[config.mk]
export PLATFORM = sky130hd
export DESIGN_NAME = vid_sync_gen_flat
export DESIGN_NICKNAME = d
export VERILOG_FILES = /design/src/rtl/vid_pkg.sv /design/src/rtl/vid_sync_gen_if.sv /design/src/rtl/vid_timing_axis.sv /design/src/rtl/vid_sync_gen.sv /design/src/flat_wrapper.sv
export SDC_FILE = /design/constraint.sdc
export NUM_CORES = 1
export LEC_CHECK = 0
export ABC_CLOCK_PERIOD_IN_PS = 4170
export CAP_MARGIN = 20
export CORE_MARGIN = 4
export CORE_UTILIZATION = 45
export CTS_BUF_LIST = sky130_fd_sc_hd__clkbuf_4 sky130_fd_sc_hd__clkbuf_8
export CTS_CLUSTER_DIAMETER = 40
export CTS_CLUSTER_SIZE = 16
export DETAILED_ROUTE_END_ITERATION = 8
export GPL_TIMING_DRIVEN = 0
export PLACE_DENSITY = 0.81
export SETUP_SLACK_MARGIN = 0.02
export SKIP_CTS_REPAIR_TIMING = 1
export SYNTH_ARGS = -nofsm -noshare
export SYNTH_HDL_FRONTEND = slang
export SYNTH_SLANG_ARGS = --single-unit
[constraint.sdc]
create_clock -name clk -period 4.17 [get_ports clk]
set_input_delay 1.251 -clock clk [delete_from_list [all_inputs] [get_ports clk]]
set_output_delay 1.251 -clock clk [all_outputs]
set_load 0.03 [all_outputs]
[src/rtl/vid_pkg.sv]
// Shared video definitions: position type, standard timing sets and a
// legality check for timing parameters.
package vid_pkg;

  localparam int POS_W = 12;

  typedef struct packed {
    logic [POS_W-1:0] hctr;
    logic [POS_W-1:0] vctr;
  } vid_pos_t;

  typedef struct packed {
    int htotal;
    int hdisp;
    int hsync_on;
    int hsync_off;
    int vtotal;
    int vdisp;
    int vsync_on;
    int vsync_off;
    bit hsync_pol;
    bit vsync_pol;
  } vid_timing_t;

  localparam vid_timing_t VID_1024X768 = '{1344, 1024, 1048, 1184, 806, 768, 771, 777, 1'b0, 1'b0};
  localparam vid_timing_t VID_800X600  = '{1056, 800, 840, 968, 628, 600, 601, 605, 1'b1, 1'b1};
  localparam vid_timing_t VID_640X480  = '{800, 640, 656, 752, 525, 480, 490, 492, 1'b0, 1'b0};

  // True when both axes are ordered display <= sync_on < sync_off <= total
  // and the last counter value fits in wid bits.
  function automatic bit vid_timing_ok(input int wid,
                                       input int htotal, input int hdisp,
                                       input int hs_on, input int hs_off,
                                       input int vtotal, input int vdisp,
                                       input int vs_on, input int vs_off);
    bit ok;
    ok = (wid > 0) && (wid < 31);
    ok = ok && (hdisp > 0) && (hdisp <= hs_on) && (hs_on < hs_off) && (hs_off <= htotal);
    ok = ok && (vdisp > 0) && (vdisp <= vs_on) && (vs_on < vs_off) && (vs_off <= vtotal);
    ok = ok && ((htotal - 1) < (1 << wid)) && ((vtotal - 1) < (1 << wid));
    return ok;
  endfunction

endpackage

[src/rtl/vid_sync_gen_if.sv]
// Timing generator control/status bundle: pixel enable and genlock in,
// position, syncs, blank and frame strobes out.
interface vid_sync_gen_if #(parameter int WID = 12);
  logic           ce;
  logic           resync;
  logic [WID-1:0] hctr;
  logic [WID-1:0] vctr;
  logic           hsync;
  logic           vsync;
  logic           blank;
  logic           eol;
  logic           vbl;
  logic           sof;

  modport master (input ce, resync,
                  output hctr, vctr, hsync, vsync, blank, eol, vbl, sof);
  modport slave  (output ce, resync,
                  input hctr, vctr, hsync, vsync, blank, eol, vbl, sof);
endinterface

[src/rtl/vid_timing_axis.sv]
// One timing axis: wrapping position counter with registered sync decode
// and next-state decode of the out-of-display region.
module vid_timing_axis #(
  parameter int WID      = 12,
  parameter int TOTAL    = 1344,
  parameter int DISP     = 1024,
  parameter int SYNC_ON  = 1048,
  parameter int SYNC_OFF = 1184,
  parameter bit SYNC_POL = 1'b0
) (
  input  logic           clk,
  input  logic           rst,
  input  logic           inc,
  input  logic           load,
  output logic [WID-1:0] ctr,
  output logic           sync,
  output logic           outside_nxt,
  output logic           wrap
);

  localparam logic [WID-1:0] LAST = WID'(TOTAL - 1);
  localparam logic [WID-1:0] DISP_W = WID'(DISP);
  localparam logic [WID-1:0] ON_W = WID'(SYNC_ON);
  localparam logic [WID-1:0] OFF_W = WID'(SYNC_OFF);

  logic [WID-1:0] ctr_nxt;
  logic           sync_nxt;

  // load (genlock) overrides counting; wrap only reports a counted wrap.
  always_comb begin
    wrap    = inc && !load && (ctr == LAST);
    ctr_nxt = ctr;
    if (load)
      ctr_nxt = '0;
    else if (inc)
      ctr_nxt = wrap ? '0 : ctr + 1'b1;
    sync_nxt    = (ctr_nxt >= ON_W) && (ctr_nxt < OFF_W);
    outside_nxt = (ctr_nxt >= DISP_W);
  end

  always_ff @(posedge clk) begin
    if (rst) begin
      ctr  <= '0;
      sync <= ~SYNC_POL;
    end else if (inc || load) begin
      ctr  <= ctr_nxt;
      sync <= sync_nxt ? SYNC_POL : ~SYNC_POL;
    end
  end

endmodule

[src/rtl/vid_sync_gen.sv]
// Video timing generator: horizontal/vertical counters advanced on the pixel
// enable, decoded into registered syncs, blank and frame strobes.
module vid_sync_gen
  import vid_pkg::*;
#(
  parameter int WID       = 12,
  parameter int HTOTAL    = 1344,
  parameter int HDISP     = 1024,
  parameter int HSYNC_ON  = 1048,
  parameter int HSYNC_OFF = 1184,
  parameter int VTOTAL    = 806,
  parameter int VDISP     = 768,
  parameter int VSYNC_ON  = 771,
  parameter int VSYNC_OFF = 777,
  parameter bit HSYNC_POL = 1'b0,
  parameter bit VSYNC_POL = 1'b0
) (
  input  logic             clk,
  input  logic             rst,
  vid_sync_gen_if.master   vif
);

  if (!vid_timing_ok(WID, HTOTAL, HDISP, HSYNC_ON, HSYNC_OFF,
                     VTOTAL, VDISP, VSYNC_ON, VSYNC_OFF)) begin : g_bad_cfg
    $error("vid_sync_gen: illegal timing parameters");
  end

  localparam logic [WID-1:0] VBL_PREV = WID'(VDISP - 1);

  logic h_wrap;
  logic v_wrap;
  logic h_out;
  logic v_out;
  logic v_inc;

  assign v_inc = vif.ce && h_wrap;

  vid_timing_axis #(
    .WID(WID), .TOTAL(HTOTAL), .DISP(HDISP),
    .SYNC_ON(HSYNC_ON), .SYNC_OFF(HSYNC_OFF), .SYNC_POL(HSYNC_POL)
  ) u_haxis (
    .clk(clk), .rst(rst), .inc(vif.ce), .load(vif.resync),
    .ctr(vif.hctr), .sync(vif.hsync), .outside_nxt(h_out), .wrap(h_wrap)
  );

  vid_timing_axis #(
    .WID(WID), .TOTAL(VTOTAL), .DISP(VDISP),
    .SYNC_ON(VSYNC_ON), .SYNC_OFF(VSYNC_OFF), .SYNC_POL(VSYNC_POL)
  ) u_vaxis (
    .clk(clk), .rst(rst), .inc(v_inc), .load(vif.resync),
    .ctr(vif.vctr), .sync(vif.vsync), .outside_nxt(v_out), .wrap(v_wrap)
  );

  // h_wrap already excludes resync, so only sof can fire on a genlock clk.
  always_ff @(posedge clk) begin
    if (rst) begin
      vif.blank <= 1'b1;
      vif.eol   <= 1'b0;
      vif.vbl   <= 1'b0;
      vif.sof   <= 1'b0;
    end else begin
      if (vif.ce || vif.resync)
        vif.blank <= h_out || v_out;
      vif.eol <= h_wrap;
      vif.vbl <= h_wrap && (vif.vctr == VBL_PREV);
      vif.sof <= vif.resync || (h_wrap && v_wrap);
    end
  end

endmodule

[src/flat_wrapper.sv]
// flat-port wrapper written by rule: the top's interface ports become plain ports
module vid_sync_gen_flat import vid_pkg::*;
#(
  parameter int WID       = 12,
  parameter int HTOTAL    = 1344,
  parameter int HDISP     = 1024,
  parameter int HSYNC_ON  = 1048,
  parameter int HSYNC_OFF = 1184,
  parameter int VTOTAL    = 806,
  parameter int VDISP     = 768,
  parameter int VSYNC_ON  = 771,
  parameter int VSYNC_OFF = 777,
  parameter bit HSYNC_POL = 1'b0,
  parameter bit VSYNC_POL = 1'b0
)
  (clk, rst, vif_ce, vif_resync, vif_hctr, vif_vctr, vif_hsync, vif_vsync, vif_blank, vif_eol, vif_vbl, vif_sof);
  vid_sync_gen_if #(.WID(WID)) vif_i ();
  input  logic clk;
  input  logic rst;
  input wire logic [$bits(vif_i.ce)-1:0] vif_ce;
  input wire logic [$bits(vif_i.resync)-1:0] vif_resync;
  output wire logic [$bits(vif_i.hctr)-1:0] vif_hctr;
  output wire logic [$bits(vif_i.vctr)-1:0] vif_vctr;
  output wire logic [$bits(vif_i.hsync)-1:0] vif_hsync;
  output wire logic [$bits(vif_i.vsync)-1:0] vif_vsync;
  output wire logic [$bits(vif_i.blank)-1:0] vif_blank;
  output wire logic [$bits(vif_i.eol)-1:0] vif_eol;
  output wire logic [$bits(vif_i.vbl)-1:0] vif_vbl;
  output wire logic [$bits(vif_i.sof)-1:0] vif_sof;
  assign vif_i.ce = vif_ce;
  assign vif_i.resync = vif_resync;
  assign vif_hctr = vif_i.hctr;
  assign vif_vctr = vif_i.vctr;
  assign vif_hsync = vif_i.hsync;
  assign vif_vsync = vif_i.vsync;
  assign vif_blank = vif_i.blank;
  assign vif_eol = vif_i.eol;
  assign vif_vbl = vif_i.vbl;
  assign vif_sof = vif_i.sof;
  vid_sync_gen #(.WID(WID), .HTOTAL(HTOTAL), .HDISP(HDISP), .HSYNC_ON(HSYNC_ON), .HSYNC_OFF(HSYNC_OFF), .VTOTAL(VTOTAL), .VDISP(VDISP), .VSYNC_ON(VSYNC_ON), .VSYNC_OFF(VSYNC_OFF), .HSYNC_POL(HSYNC_POL), .VSYNC_POL(VSYNC_POL)) u_core (.clk(clk), .rst(rst), .vif(vif_i));
endmodule
==> results.txt, run 1 <==
status: finished, final reports clean
initial DRC count: 143
Final Max Tran Viols: 0
GR Util All Layers: 18.68%
minimum clock period: 3.772 ns
register area share after synthesis: 32.83%
syn nets: 228
CTS root buffer: clkbuf_8
Synth area leaders: dfxtp_1 (33%), nor2_1 (7.8%), xnor2_1 (4.8%)
instance area at placement: 0.002200 mm2
RSZ-0062 raised after global routing: false
Layout area overhead: 24.83%
die height: 71.76 um
Post-synth EDFFs: 0
final std cell area, no fill: 0.002283 mm2
Max Clk Rate: 265.1 MHz
die area: 0.005149 mm2
Slew HR: 32.96%
Hold Slack: 0.5086 ns
htree depth: 2
area leader, netlist: dfxtp_1
CTS tree: done
max cap viols: 0
TritonCTS buffer count: 5
vias per std cell: 5.648
distinct cell type count after synthesis: 52
ANT cells: 0
Final Hold Viols: 0
io pins: 34
Routed Antenna Nets: 0
share of cells above drive strength 1: 12.74%
PortBufs: 31
critical path launch point type: input port
via count: 1734
vias in the first global route: 1689
Peak VDD IR: 0.1494 mV
crit end category: register
Synth Cell Area: 0.001829 mm2
Initial Util: 48.16%
Final Wtd Congestion: 0.8610
Residual DRC: 0
worst-skew pair later-pin latency: 0.29 ns
Final Cycle Share: 90.47%
fill count: 348
Post-Synthesis Cells: 221
Leakage: 0.7634 nW
Core Area: 0.003799 mm2
Critical Path AT: 3.94 ns
Clock Skews: 0.01083 ns
Die X: 71.76 um
pin count of the biggest net entering global routing: 11
WS Path Type: input port to register
synth cell count leaders: nor2_1 (38), dfxtp_1 (30), nand2_1 (14), nand3_1 (13), xnor2_1 (10)
YS warnings: 0
Synth async-reset ratio: 0%
Hold Path Class: register to register
Final HPWL DP: 3165 um
DR pass1 iterations: 4
Power Density: 241.9 mW/mm2
clk buf depth: 2
first-pass GRT wire length: 7679 um
grt ovf: 0
initial antenna violation count: 0
Critical Path Fanout Max: 10
critical path data required time: 4.33 ns
Syn Area/Cell: 8.277 um2
worst slew pin tran: 0.9964 ns
post-synth top area share: 32.83%
Worst-path clk slew: 0.07 ns
Clock Sinks: 30
most common cell in the netlist: nor2_1
Site Rows: 22
FF+latch count, synth: 30
setup violators final: 0
setup TNS: 0 ns
Post-Layout Cell Count: 307
dpl cells: 300
drt total wl: 4401 um
prevailing post-synth register cell: dfxtp_1
Wirelength per Cell: 14.34 um
Nets: 266
## per-layer routing
metal  share of wire [%]  up-vias  wire length (um)  global-route usage (%)
met5                   0        -                 0                       0
met4                 1.4        0                60                   8.559
met3                 5.8        6               255                   4.208
met2                  44       49              1918                   28.37
met1                  49      813              2167                   25.06
li1                    -      866                 -                       -
## power by group
group / switching [mW] / total, mW / leakage, nW / internal [mW]
clock network: 0.109 / 0.236 / 0.0452 / 0.128
registers: 0.00123 / 0.290 / 0.242 / 0.288
logic: 0.0170 / 0.0263 / 0.476 / 0.00936
## registers in the layout, summed over array words and instances (netlist names)
signal               cells
u_core.vif.sof           1
u_core.u_vaxis.ctr      12
u_core.u_vaxis.sync      1
u_core.vif.vbl           1
u_core.u_haxis.ctr      12
u_core.vif.blank         1
u_core.u_haxis.sync      1
u_core.vif.eol           1
## through the flow
| stage | setup slack (ns) | utilization, % | total power, mW |
|---|---|---|---|
| floorplan | 0.6562 | - | 0.3132 |
| global placement | 0.1995 | 57.91 | 0.3220 |
| detailed placement | 0.1478 | 57.91 | 0.3223 |
| CTS | 0.4532 | 60.11 | 0.5553 |
| global route | 0.2144 | 60.11 | 0.5694 |
| finish | 0.3976 | 60.11 | 0.5523 |
## layout by cell type (no fill, tap or decap), types with 4 or more instances in the layout
master	instances
nor2_1	38
clkdlybuf4s50_1	31
dfxtp_1	30
nand2_1	14
nand3_1	13
xnor2_1	10
a21oi_1	9
nand4_1	8
nor3_1	8
inv_1	6
mux2i_1	6
clkbuf_8	5
buf_4	4
clkbuf_1	4
buf_6	4
and3_1	4
xor2_1	4
## final cells by class
| class | instances | area (um2) | area share [%] |
|---|---|---|---|
| Multi-Input combinational cell | 171 | 1101 | 48.22 |
| Sequential cell | 30 | 600.6 | 26.30 |
| Timing Repair Buffer | 31 | 310.3 | 13.59 |
| Buffer | 14 | 105.1 | 4.603 |
| Clock buffer | 7 | 83.83 | 3.671 |
| Tap cell | 48 | 60.06 | 2.630 |
| Inverter | 6 | 22.52 | 0.9863 |
## critical path, cell delays in order
cell	delay, ns
clkdlybuf4s50_1	0.48
nand4_1	0.21
nor4_1	0.87
buf_2	0.37
o21ai_0	0.11
a21oi_1	0.28
nor2_1	0.09
nor3_1	0.18
o31ai_1	0.09
## final timing paths
| path | start | end | slack (ns) | cells after the start |
|---|---|---|---|---|
| worst max-delay path | vif_ce | u_core.vif.blank | 0.40 | 9 |
| worst max register to register | u_core.u_haxis.ctr[4] | u_core.vif.blank | 1.16 | 9 |
| worst min register to register | u_core.u_vaxis.sync | u_core.u_vaxis.sync | 0.51 | 1 |
| worst min-delay path | u_core.u_vaxis.sync | u_core.u_vaxis.sync | 0.51 | 1 |
## kinds of logic (layout without fill, tap and decap cells)
family	count (synthesis)	count (layout)	synth area share (%)
fa+ha+maj	3	3	2.052
simple gates	112	112	31.88
buf+inv	20	58	6.976
compound gates	34	34	15.05
flops	30	30	32.83
mux	8	8	4.514
xor+xnor	14	14	6.703
Note: power is estimated with default switching activity, not from simulation.
==> run 2: changes to the inputs <==
REMOVE_ABC_BUFFERS = 1   (was unset)
==> run 2 against run 1 <==
  * Design area decreased by 2.2%
  * First-iteration DRC count decreased by 4.2%
  * Clock skew about the same
  * Maximum frequency decreased by 6.0%
  * Core utilization decreased by 1.3 points
  * Non-clock buffer count decreased by 11
  * Sequential cell count unchanged
  * Critical path type unchanged
  * Critical endpoint is now u_core.u_vaxis.sync
  * Largest cell class unchanged
  * Largest power group unchanged
==> results.txt, run 2 (synthesis gave the netlist of run 1 again) <==
Comb pwr share: 4.6% (was 4.8%)
vias per std cell: 5.685 (was 5.648)
Critical Path, Cell by Cell: clkdlybuf4s50_1 > nand4_1 > or4_4 > or4_4 > a2111oi_4 > nand4_1 > o22a_1 (was clkdlybuf4s50_1 > nand4_1 > nor4_1 > buf_2 > o21ai_0 > a21oi_1 > nor2_1 > nor3_1 > o31ai_1)
instance area at placement: 0.002128 mm2 (was 0.002200 mm2)
Clock Power Share: 42.0% (was 42.8%)
dpl cells: 289 (was 300)
Final Wtd Congestion: 0.8477 (was 0.8610)
critical path launch point type: input port (unchanged)
GR Util All Layers: 16.81% (was 18.68%)
Site Rows: 22 (unchanged)
commonest non-fill, non-tap cells in the layout: nor2_1 (38), clkdlybuf4s50_1 (32), dfxtp_1 (30) (was nor2_1 (38), clkdlybuf4s50_1 (31), dfxtp_1 (30))
drt total wl: 4149 um (was 4401 um)
PortBufs: 33 (was 31)
Die X: 71.76 um (unchanged)
clk buf depth: 2 (unchanged)
CTS tree: done (unchanged)
Max Clk Rate: 249.2 MHz (was 265.1 MHz)
Sequential Power Share: 53.4% (was 52.4%)
Setup WS pre-CTS: -0.2144 ns (was 0.1478 ns)
max cap viols: 0 (unchanged)
Nets: 255 (was 266)
Slew HR: 57.45% (was 32.96%)
htree depth: 2 (unchanged)
total power after layout: 0.5426 mW (was 0.5523 mW)
ANT cells: 0 (unchanged)
pin count of the biggest net entering global routing: 14 (was 11)
register area: 600.6 um2 (unchanged)
Psw: 0.1187 mW (was 0.1269 mW)
Initial Util: 48.16% (unchanged)
most common cell after layout, fill and taps aside: nor2_1 (unchanged)
first-pass GRT wire length: 7044 um (was 7679 um)
Worst-path clk slew: 0.05 ns (was 0.07 ns)
die area: 0.005149 mm2 (unchanged)
Final Cycle Share: 96.22% (was 90.47%)
Sw Share: 21.89% (was 22.97%)
share of cells above drive strength 1: 10.93% (was 12.74%)
CTS root buffer: clkbuf_8 (unchanged)
initial antenna violation count: 0 (unchanged)
Clock Skews: 0.01037 ns (was 0.01083 ns)
initial DRC count: 137 (was 143)
RSZ-0062 raised after global routing: false (unchanged)
area of the multi-input gates: 0.001127 mm2 (was 0.001101 mm2)
minimum clock period: 4.013 ns (was 3.772 ns)
Final Hold Viols: 0 (unchanged)
Pint: 0.4238 mW (was 0.4254 mW)
Power Density: 242.9 mW/mm2 (was 241.9 mW/mm2)
vias in the first global route: 1532 (was 1689)
worst slew pin tran: 0.6329 ns (was 0.9964 ns)
via count: 1677 (was 1734)
WS Path Type: input port to register (unchanged)
Final Max Tran Viols: 0 (unchanged)
critical path data required time: 4.33 ns (about the same)
grt ovf: 0 (unchanged)
Routed Antenna Nets: 0 (unchanged)
Critical Path Fanout Max: 12 (was 10)
Critical Path AT: 4.18 ns (was 3.94 ns)
Peak VDD IR: 0.1232 mV (was 0.1494 mV)
Residual DRC: 0 (unchanged)
setup ws final: 0.1574 ns (was 0.3976 ns)
die height: 71.76 um (unchanged)
largest stage delay on the critical path: 0.74 ns (was 0.87 ns)
Core Area: 0.003799 mm2 (unchanged)
Wirelength per Cell: 14.06 um (was 14.34 um)
slowest CP cell: or4_4 (was nor4_1)
Hold Path Class: register to register (unchanged)
DR pass1 iterations: 4 (unchanged)
crit end category: register (unchanged)
fill count: 339 (was 348)
final std cell area, no fill: 0.002233 mm2 (was 0.002283 mm2)
setup violators final: 0 (unchanged)
setup TNS: 0 ns (unchanged)
worst-skew pair later-pin latency: 0.28 ns (was 0.29 ns)
TritonCTS buffer count: 5 (unchanged)
io pins: 34 (unchanged)
CP Buf/Inv Count: 1 (was 2)
status: finished, final reports clean (unchanged)
Regs by FF count: u_core.u_haxis.ctr: 12 flops, u_core.u_vaxis.ctr: 12 flops (unchanged)
Final HPWL DP: 2925 um (was 3165 um)
Clock Sinks: 30 (unchanged)
Leakage: 0.7411 nW (was 0.7634 nW)
Top delay family on crit path: simple AND/OR/NAND/NOR gates (unchanged)
Post-Layout Cell Count: 295 (was 307)
Layout area overhead: 22.09% (was 24.83%)
## run 2: worst paths after layout
| check | from | to | slack [ns] | cells past startpoint |
|---|---|---|---|---|
| max | vif_ce | u_core.u_vaxis.sync | 0.16 | 7 |
| min | u_core.u_vaxis.sync | u_core.u_vaxis.sync | 0.51 | 1 |
| max reg2reg | u_core.u_haxis.ctr[9] | u_core.u_vaxis.sync | 1.30 | 6 |
| min reg2reg | u_core.u_vaxis.sync | u_core.u_vaxis.sync | 0.51 | 1 |
## run 2: final cells by class
class | count | share of cell area (%)
clock buffer | 6 | 3.697
inverter | 6 | 1.008
multi-input combinational | 171 | 50.48
sequential | 30 | 26.89
tap | 48 | 2.689
timing repair buffer | 34 | 15.24
## run 2: routing by layer
| metal | vias to the layer above | track usage [%] | share of wire [%] |
|---|---|---|---|
| met3 | 7 | 4.067 | 5.6 |
| met1 | 777 | 23.52 | 47 |
| met5 | - | 0 | 0 |
| met2 | 49 | 24.90 | 46 |
| met4 | 0 | 6.054 | 1.4 |
| li1 | 844 | - | - |
## run 2: power groups by stage
stage / Clock (mW) / Combinational [mW] / Sequential, mW
after floorplan: 0 / 0.00860 / 0.299
after global placement: 0 / 0.0246 / 0.296
after detailed placement: 0 / 0.0249 / 0.296
after CTS: 0.234 / 0.0250 / 0.290
after global routing: 0.249 / 0.0273 / 0.290
final: 0.228 / 0.0248 / 0.290
## run 2: stage by stage
step / hold WS (ns) / util, %
6_report: 0.5102 / 58.79
4_1_cts: 0.5062 / 58.20
3_5_place_dp: 0.4925 / 56.03
5_1_grt: 0.5387 / 58.79
3_3_place_gp: 0.4844 / 55.67
2_1_floorplan: 0.6172 / -
## run 2: worst reg2reg max path: cells and delay by family, from the launching register on
| family | cells | cell delay [ns] |
|---|---|---|
| compound gates | 2 | 0.48 |
| flops | 1 | 0.38 |
| simple gates | 4 | 1.90 |
